File: src/rtl/apb_cmd_master.sv
`default_nettype none
// ============================================================================
// Module      : apb_cmd_master
// Description : APB3 initiator. Accepts one command at a time on a
//               valid/ready request channel, runs a single APB transfer
//               (SETUP then ACCESS), and returns the completion on a
//               valid/ready response channel. An optional ACCESS-phase
//               timeout aborts transfers to unresponsive slaves.
// Revision    : 1.0 - initial release
// ----------------------------------------------------------------------------
// Ports
//   HCLK, HRESET           clock, synchronous active-high reset
//   req_valid/req_ready    command handshake
//   req_addr/wdata/write   command payload
//   rsp_valid/rsp_ready    response handshake
//   rsp_rdata/err/timeout  response payload
//   PADDR..PENABLE         APB3 requester outputs
//   PRDATA/PREADY/PSLVERR  APB3 completer inputs
// All outputs are registered.
// ============================================================================
module apb_cmd_master #(
    parameter int APB_ADDR_WIDTH = 32,
    parameter int TIMEOUT_CYCLES = 256
) (
    input  logic                      HCLK,
    input  logic                      HRESET,
    input  logic                      req_valid,
    output logic                      req_ready,
    input  logic [APB_ADDR_WIDTH-1:0] req_addr,
    input  logic [31:0]               req_wdata,
    input  logic                      req_write,
    output logic                      rsp_valid,
    input  logic                      rsp_ready,
    output logic [31:0]               rsp_rdata,
    output logic                      rsp_err,
    output logic                      rsp_timeout,
    output logic [APB_ADDR_WIDTH-1:0] PADDR,
    output logic [31:0]               PWDATA,
    output logic                      PWRITE,
    output logic                      PSEL,
    output logic                      PENABLE,
    input  logic [31:0]               PRDATA,
    input  logic                      PREADY,
    input  logic                      PSLVERR
);

    // Counter must hold values up to TIMEOUT_CYCLES-1; keep at least 1 bit
    // so the design still elaborates with the timeout disabled.
    localparam int c_CNT_W = (TIMEOUT_CYCLES > 0) ? $clog2(TIMEOUT_CYCLES + 1) : 1;
    localparam bit c_TO_EN = (TIMEOUT_CYCLES != 0);
    localparam logic [c_CNT_W-1:0] c_CNT_LAST =
        (TIMEOUT_CYCLES > 0) ? c_CNT_W'(TIMEOUT_CYCLES - 1) : '0;

    typedef enum logic [1:0] {
        S_IDLE   = 2'd0,
        S_SETUP  = 2'd1,
        S_ACCESS = 2'd2,
        S_RESP   = 2'd3
    } state_t;

    state_t                    r_state;
    state_t                    w_state_nxt;
    logic [c_CNT_W-1:0]        r_cnt;
    logic [c_CNT_W-1:0]        w_cnt_nxt;

    logic                      w_req_ready_nxt;
    logic                      w_rsp_valid_nxt;
    logic [31:0]               w_rsp_rdata_nxt;
    logic                      w_rsp_err_nxt;
    logic                      w_rsp_timeout_nxt;
    logic [APB_ADDR_WIDTH-1:0] w_paddr_nxt;
    logic [31:0]               w_pwdata_nxt;
    logic                      w_pwrite_nxt;
    logic                      w_psel_nxt;
    logic                      w_penable_nxt;

    // State and output registers.
    always_ff @(posedge HCLK) begin
        if (HRESET) begin
            r_state     <= S_IDLE;
            r_cnt       <= '0;
            req_ready   <= 1'b1;
            rsp_valid   <= 1'b0;
            rsp_rdata   <= '0;
            rsp_err     <= 1'b0;
            rsp_timeout <= 1'b0;
            PADDR       <= '0;
            PWDATA      <= '0;
            PWRITE      <= 1'b0;
            PSEL        <= 1'b0;
            PENABLE     <= 1'b0;
        end else begin
            r_state     <= w_state_nxt;
            r_cnt       <= w_cnt_nxt;
            req_ready   <= w_req_ready_nxt;
            rsp_valid   <= w_rsp_valid_nxt;
            rsp_rdata   <= w_rsp_rdata_nxt;
            rsp_err     <= w_rsp_err_nxt;
            rsp_timeout <= w_rsp_timeout_nxt;
            PADDR       <= w_paddr_nxt;
            PWDATA      <= w_pwdata_nxt;
            PWRITE      <= w_pwrite_nxt;
            PSEL        <= w_psel_nxt;
            PENABLE     <= w_penable_nxt;
        end
    end

    // Next-state and next-output logic. Every registered output holds its
    // value unless a transition below changes it, which is what keeps the
    // APB payload and the response fields stable across wait cycles.
    always_comb begin
        w_state_nxt       = r_state;
        w_cnt_nxt         = r_cnt;
        w_req_ready_nxt   = req_ready;
        w_rsp_valid_nxt   = rsp_valid;
        w_rsp_rdata_nxt   = rsp_rdata;
        w_rsp_err_nxt     = rsp_err;
        w_rsp_timeout_nxt = rsp_timeout;
        w_paddr_nxt       = PADDR;
        w_pwdata_nxt      = PWDATA;
        w_pwrite_nxt      = PWRITE;
        w_psel_nxt        = PSEL;
        w_penable_nxt     = PENABLE;

        case (r_state)
            S_IDLE: begin
                w_req_ready_nxt = 1'b1;
                w_psel_nxt      = 1'b0;
                w_penable_nxt   = 1'b0;
                if (req_valid && req_ready) begin
                    w_paddr_nxt     = req_addr;
                    w_pwdata_nxt    = req_wdata;
                    w_pwrite_nxt    = req_write;
                    w_psel_nxt      = 1'b1;
                    w_req_ready_nxt = 1'b0;
                    w_cnt_nxt       = '0;
                    w_state_nxt     = S_SETUP;
                end
            end

            S_SETUP: begin
                w_cnt_nxt     = '0;
                w_psel_nxt    = 1'b1;
                w_penable_nxt = 1'b1;
                w_state_nxt   = S_ACCESS;
            end

            S_ACCESS: begin
                // PREADY is checked first so a completion on the last
                // allowed cycle is reported as a normal transfer.
                if (PREADY) begin
                    w_rsp_rdata_nxt   = PWRITE ? 32'd0 : PRDATA;
                    w_rsp_err_nxt     = PSLVERR;
                    w_rsp_timeout_nxt = 1'b0;
                    w_rsp_valid_nxt   = 1'b1;
                    w_psel_nxt        = 1'b0;
                    w_penable_nxt     = 1'b0;
                    w_state_nxt       = S_RESP;
                end else if (c_TO_EN && (r_cnt == c_CNT_LAST)) begin
                    w_rsp_rdata_nxt   = 32'd0;
                    w_rsp_err_nxt     = 1'b1;
                    w_rsp_timeout_nxt = 1'b1;
                    w_rsp_valid_nxt   = 1'b1;
                    w_psel_nxt        = 1'b0;
                    w_penable_nxt     = 1'b0;
                    w_state_nxt       = S_RESP;
                end else begin
                    w_cnt_nxt = r_cnt + 1'b1;
                end
            end

            S_RESP: begin
                // req_ready stays low here: no new command is taken while
                // a response is still pending.
                if (rsp_ready) begin
                    w_rsp_valid_nxt = 1'b0;
                    w_req_ready_nxt = 1'b1;
                    w_state_nxt     = S_IDLE;
                end
            end

            default: begin
                w_state_nxt     = S_IDLE;
                w_req_ready_nxt = 1'b1;
                w_psel_nxt      = 1'b0;
                w_penable_nxt   = 1'b0;
                w_rsp_valid_nxt = 1'b0;
            end
        endcase
    end

endmodule
`default_nettype wire

File: config.mk
export PLATFORM = sky130hd
export DESIGN_NAME = apb_cmd_master
export DESIGN_NICKNAME = d
export VERILOG_FILES = /design/src/rtl/apb_cmd_master.sv
export SDC_FILE = /design/constraint.sdc
export NUM_CORES = 1
export LEC_CHECK = 0
export CORE_MARGIN = 2
export CORE_UTILIZATION = 44
export DETAILED_ROUTE_END_ITERATION = 8
export PLACE_DENSITY_LB_ADDON = 0.12
export SLEW_MARGIN = 30
export SYNTH_ARGS = -nofsm -noshare
export SYNTH_HDL_FRONTEND = slang
export SYNTH_SLANG_ARGS = --single-unit
File: constraint.sdc
create_clock -name HCLK -period 3.8 [get_ports HCLK]
set_clock_uncertainty 0.1 [all_clocks]
set_input_delay 0.38 -clock HCLK [delete_from_list [all_inputs] [get_ports HCLK]]
set_output_delay 0.38 -clock HCLK [all_outputs]
set_load 0.05 [all_outputs]
==> impl_metrics.env <==
export IMPL_pin_count=206
export IMPL_clock_sinks=114
export IMPL_drv_slew=0
export IMPL_required_arrival_time_at_the_worst_endpoint_ps=4130
export IMPL_layout_drive_gt1_share=0.06056
export IMPL_post_synth_fa_ha_maj_area_fraction=0.02028
export IMPL_synth_area_um2=4318
export IMPL_port_buffers=205
export IMPL_p_total_mw=4.768
export IMPL_power_share_switching=0.3789
export IMPL_synth_fp_nets=621
export IMPL_first_pass_grt_wire_length_mm=19.91
export IMPL_antenna_found_initial=0
export IMPL_power_density_cell_area_nw_per_um2=682.6
export IMPL_critical_path_top_delay_family="simple AND/OR/NAND/NOR gates"
export IMPL_cts_tree="yes"
export IMPL_routed_wire_per_std_cell_um=15.27
export IMPL_area_growth_syn_to_layout_pct=61.78
export IMPL_grt_remaining_overflow=0
export IMPL_p_leak_nw=2.506
export IMPL_synth_compound_area_share=0.1944
export IMPL_largest_family_of_logic_cells_by_synthesized_area="compound AO/OA/AOI/OAI gates"
export IMPL_clock_tree_root_cell="clkbuf_8"
export IMPL_critPathKind="reg -> reg"
export IMPL_cp_startpoint="r_state[0]"
export IMPL_ys_ff_latch=114
export IMPL_antennaDiodeCount=0
export IMPL_wirelength_mm=12.87
export IMPL_coreArea_um2=9639
export IMPL_drt_iter0_drc=133
export IMPL_grt_setup_unrepaired="false"
export IMPL_antenna_left=0
export IMPL_timing_critical_path_buf_inv=1
export IMPL_numCtsBuffers=17
export IMPL_synth_xor_area_share=0
export IMPL_synth_cell_type_count=43
export IMPL_area_sequential_um2=2282
export IMPL_synth_async_sr_flop_share=0
export IMPL_clkTransAtPathRegs_ps=50
export IMPL_grt_usage=0.2398
export IMPL_comb_power_share=0.368
export IMPL_setup_viol_count_final=0
export IMPL_multi_input_comb_area_um2=1837
export IMPL_dieWidth_um=103.1
export IMPL_maxCapViolCount=0
export IMPL_end_of_the_critical_path="r_cnt[0]"
export IMPL_detail_route_first_pass_iterations=4
export IMPL_synth_yosys_seq_area_share=0.5285
export IMPL_clock_tree_buffer_depth=2
export IMPL_critical_path_reg2reg_endpoint="r_cnt[0]"
export IMPL_path_depth_of_the_worst_reg2reg_path=5
export IMPL_net_switching_power_mw=1.807
export IMPL_clock_latency_ps=510
export IMPL_post_synth_and_or_nand_nor_area_fraction=0.1927
export IMPL_cts_setup_buffers=0
export IMPL_dominantRegCellSynth="dfxtp_1"
export IMPL_r2r_start="r_state[0]"
export IMPL_end_kind="flop"
export IMPL_list_of_cells_traversed_by_the_critical_path="inv_1, ha_1, or3b_4, or4_1, a21oi_1"
export IMPL_hold_violations=0
export IMPL_slew_limit_headroom=0.4136
export IMPL_netlist_instances=511
export IMPL_path_depth=5
export IMPL_first_global_vias=4133
export IMPL_max_vdd_ir_drop_mv=0.3691
export IMPL_cp_start_kind="flop"
export IMPL_row_count=36
export IMPL_mostFrequentLayoutCell="clkdlybuf4s50_1"
export IMPL_post_synth_cell_area_avg_um2=8.450
export IMPL_post_route_period_util=0.6172
export IMPL_num_fill_cells=786
export IMPL_setup_total_negative_slack_ps=0
export IMPL_finalNetCount=807
export IMPL_synth_mux_area_frac=0.01391
export IMPL_status="finished clean"
export IMPL_vias_per_cell=5.159
export IMPL_htree_num_levels=4
export IMPL_period_minus_slack_ps=2345
export IMPL_p_clk_frac=0.317
export IMPL_worst_path_max_fanout=22
export IMPL_start_util=0.4479
export IMPL_power_frac_seq=0.315
export IMPL_chipHeight_um=103.1
export IMPL_arrival_time_reported_for_the_critical_path_endpoint_ps=2680
export IMPL_cpPeakStageDelay_ps=620
export IMPL_grt_start_max_net_pins=64
export IMPL_vias=4349
export IMPL_drcViolationCount=0
export IMPL_postCtsResizedCells=0
export IMPL_die_area_um2=10620
export IMPL_gpl_final_weighted_congestion=0.7821
export IMPL_ys_warn_count=0
export IMPL_timing_worst_slew_pin_value_ps=879.6
export IMPL_hold_worst_slack_ps=207.2
export IMPL_holdBufCountCts=0
export IMPL_type_of_the_most_critical_hold_path="in -> reg"
export IMPL_max_clock_freq_mhz=426.4
export IMPL_internal_power_mw=2.962
export IMPL_synth_edf_count=0
export IMPL_place_detailed_hpwl_mm=8.659
export IMPL_layout_common_cells="clkdlybuf4s50_1, nand2_1, dfxtp_1"
export IMPL_slowest_stage="ha_1"
export IMPL_register_to_register_setup_slack_ps=1450
[how the worst min path moves through the flow]
stage	start	endpoint	slack [ps]	depth (start not counted)
final	HRESET	rsp_rdata[0]	210	2
after global routing	HRESET	rsp_rdata[17]	240	2
after CTS	HRESET	rsp_valid	200	2
after detailed placement	PWDATA[2]	PWDATA[2]	350	2
after global placement	PADDR[30]	PADDR[30]	340	2
after floorplan	r_cnt[8]	r_cnt[8]	340	2
[per-layer routing]
metal,GRT usage,share of wire
met3,0.09559,0.090
met5,0,0
met4,0.09818,0.019
met2,0.3941,0.49
met1,0.2793,0.40
[synthesized netlist by cell type, types with 2 or more instances]
cell type	n	area (um^2)
nand3_1	5	25.02
nand2_1	134	503.0
ha_1	7	87.58
or4_1	2	15.01
mux2i_1	6	60.06
a21oi_1	70	350.3
nor3_1	2	10.01
nor2_1	35	131.4
nor4_1	6	37.54
o311ai_0	13	113.9
dfxtp_1	114	2282
o31ai_1	2	15.01
nand4b_1	2	17.52
a22oi_1	32	240.2
buf_2	5	25.02
nand4_1	2	12.51
o21ai_0	2	10.01
clkbuf_1	30	112.6
inv_1	11	41.29
buf_1	7	26.28
a211oi_1	2	15.01
[power groups by stage]
stage               logic (mW)  registers [mW]  clock network (mW)
global placement          1.72            1.51                   0
CTS                       1.76            1.50                1.53
global route              1.87            1.53                1.59
finish                    1.76            1.50                1.51
detailed placement        1.75            1.52                   0
floorplan                0.499            2.16                   0
[registers in the layout (all words and copies together), names as in the netlist, 2 cells and up]
signal     cells
PWDATA        32
r_cnt          9
rsp_rdata     32
r_state        2
PADDR         32
[area by class of cell]
cell class                 instances  area share
sequential                       114      0.3267
timing repair buffer             210      0.2988
multi-input combinational        343      0.2629
clock buffer                      23     0.06681
tap                              133     0.02382
clock inverter                     9     0.01505
inverter                          11    0.005911
[cell families after synthesis]
group | count (synthesis)
simple gates | 198
mux | 6
fa+ha+maj | 7
flops | 114
buf+inv | 54
compound gates | 132
[through the flow]
step / cells / util / worst slack, ps / area [um^2]
floorplan: 511 / - / 1825 / 4318
detailed placement: 811 / 0.6646 / 1356 / 6406
global placement: 811 / 0.6646 / 1415 / 6406
global route: 843 / 0.7247 / 1236 / 6985
finish: 843 / 0.7247 / 1455 / 6985
CTS: 843 / 0.7239 / 1433 / 6978
(Power assumes the default switching activity.)
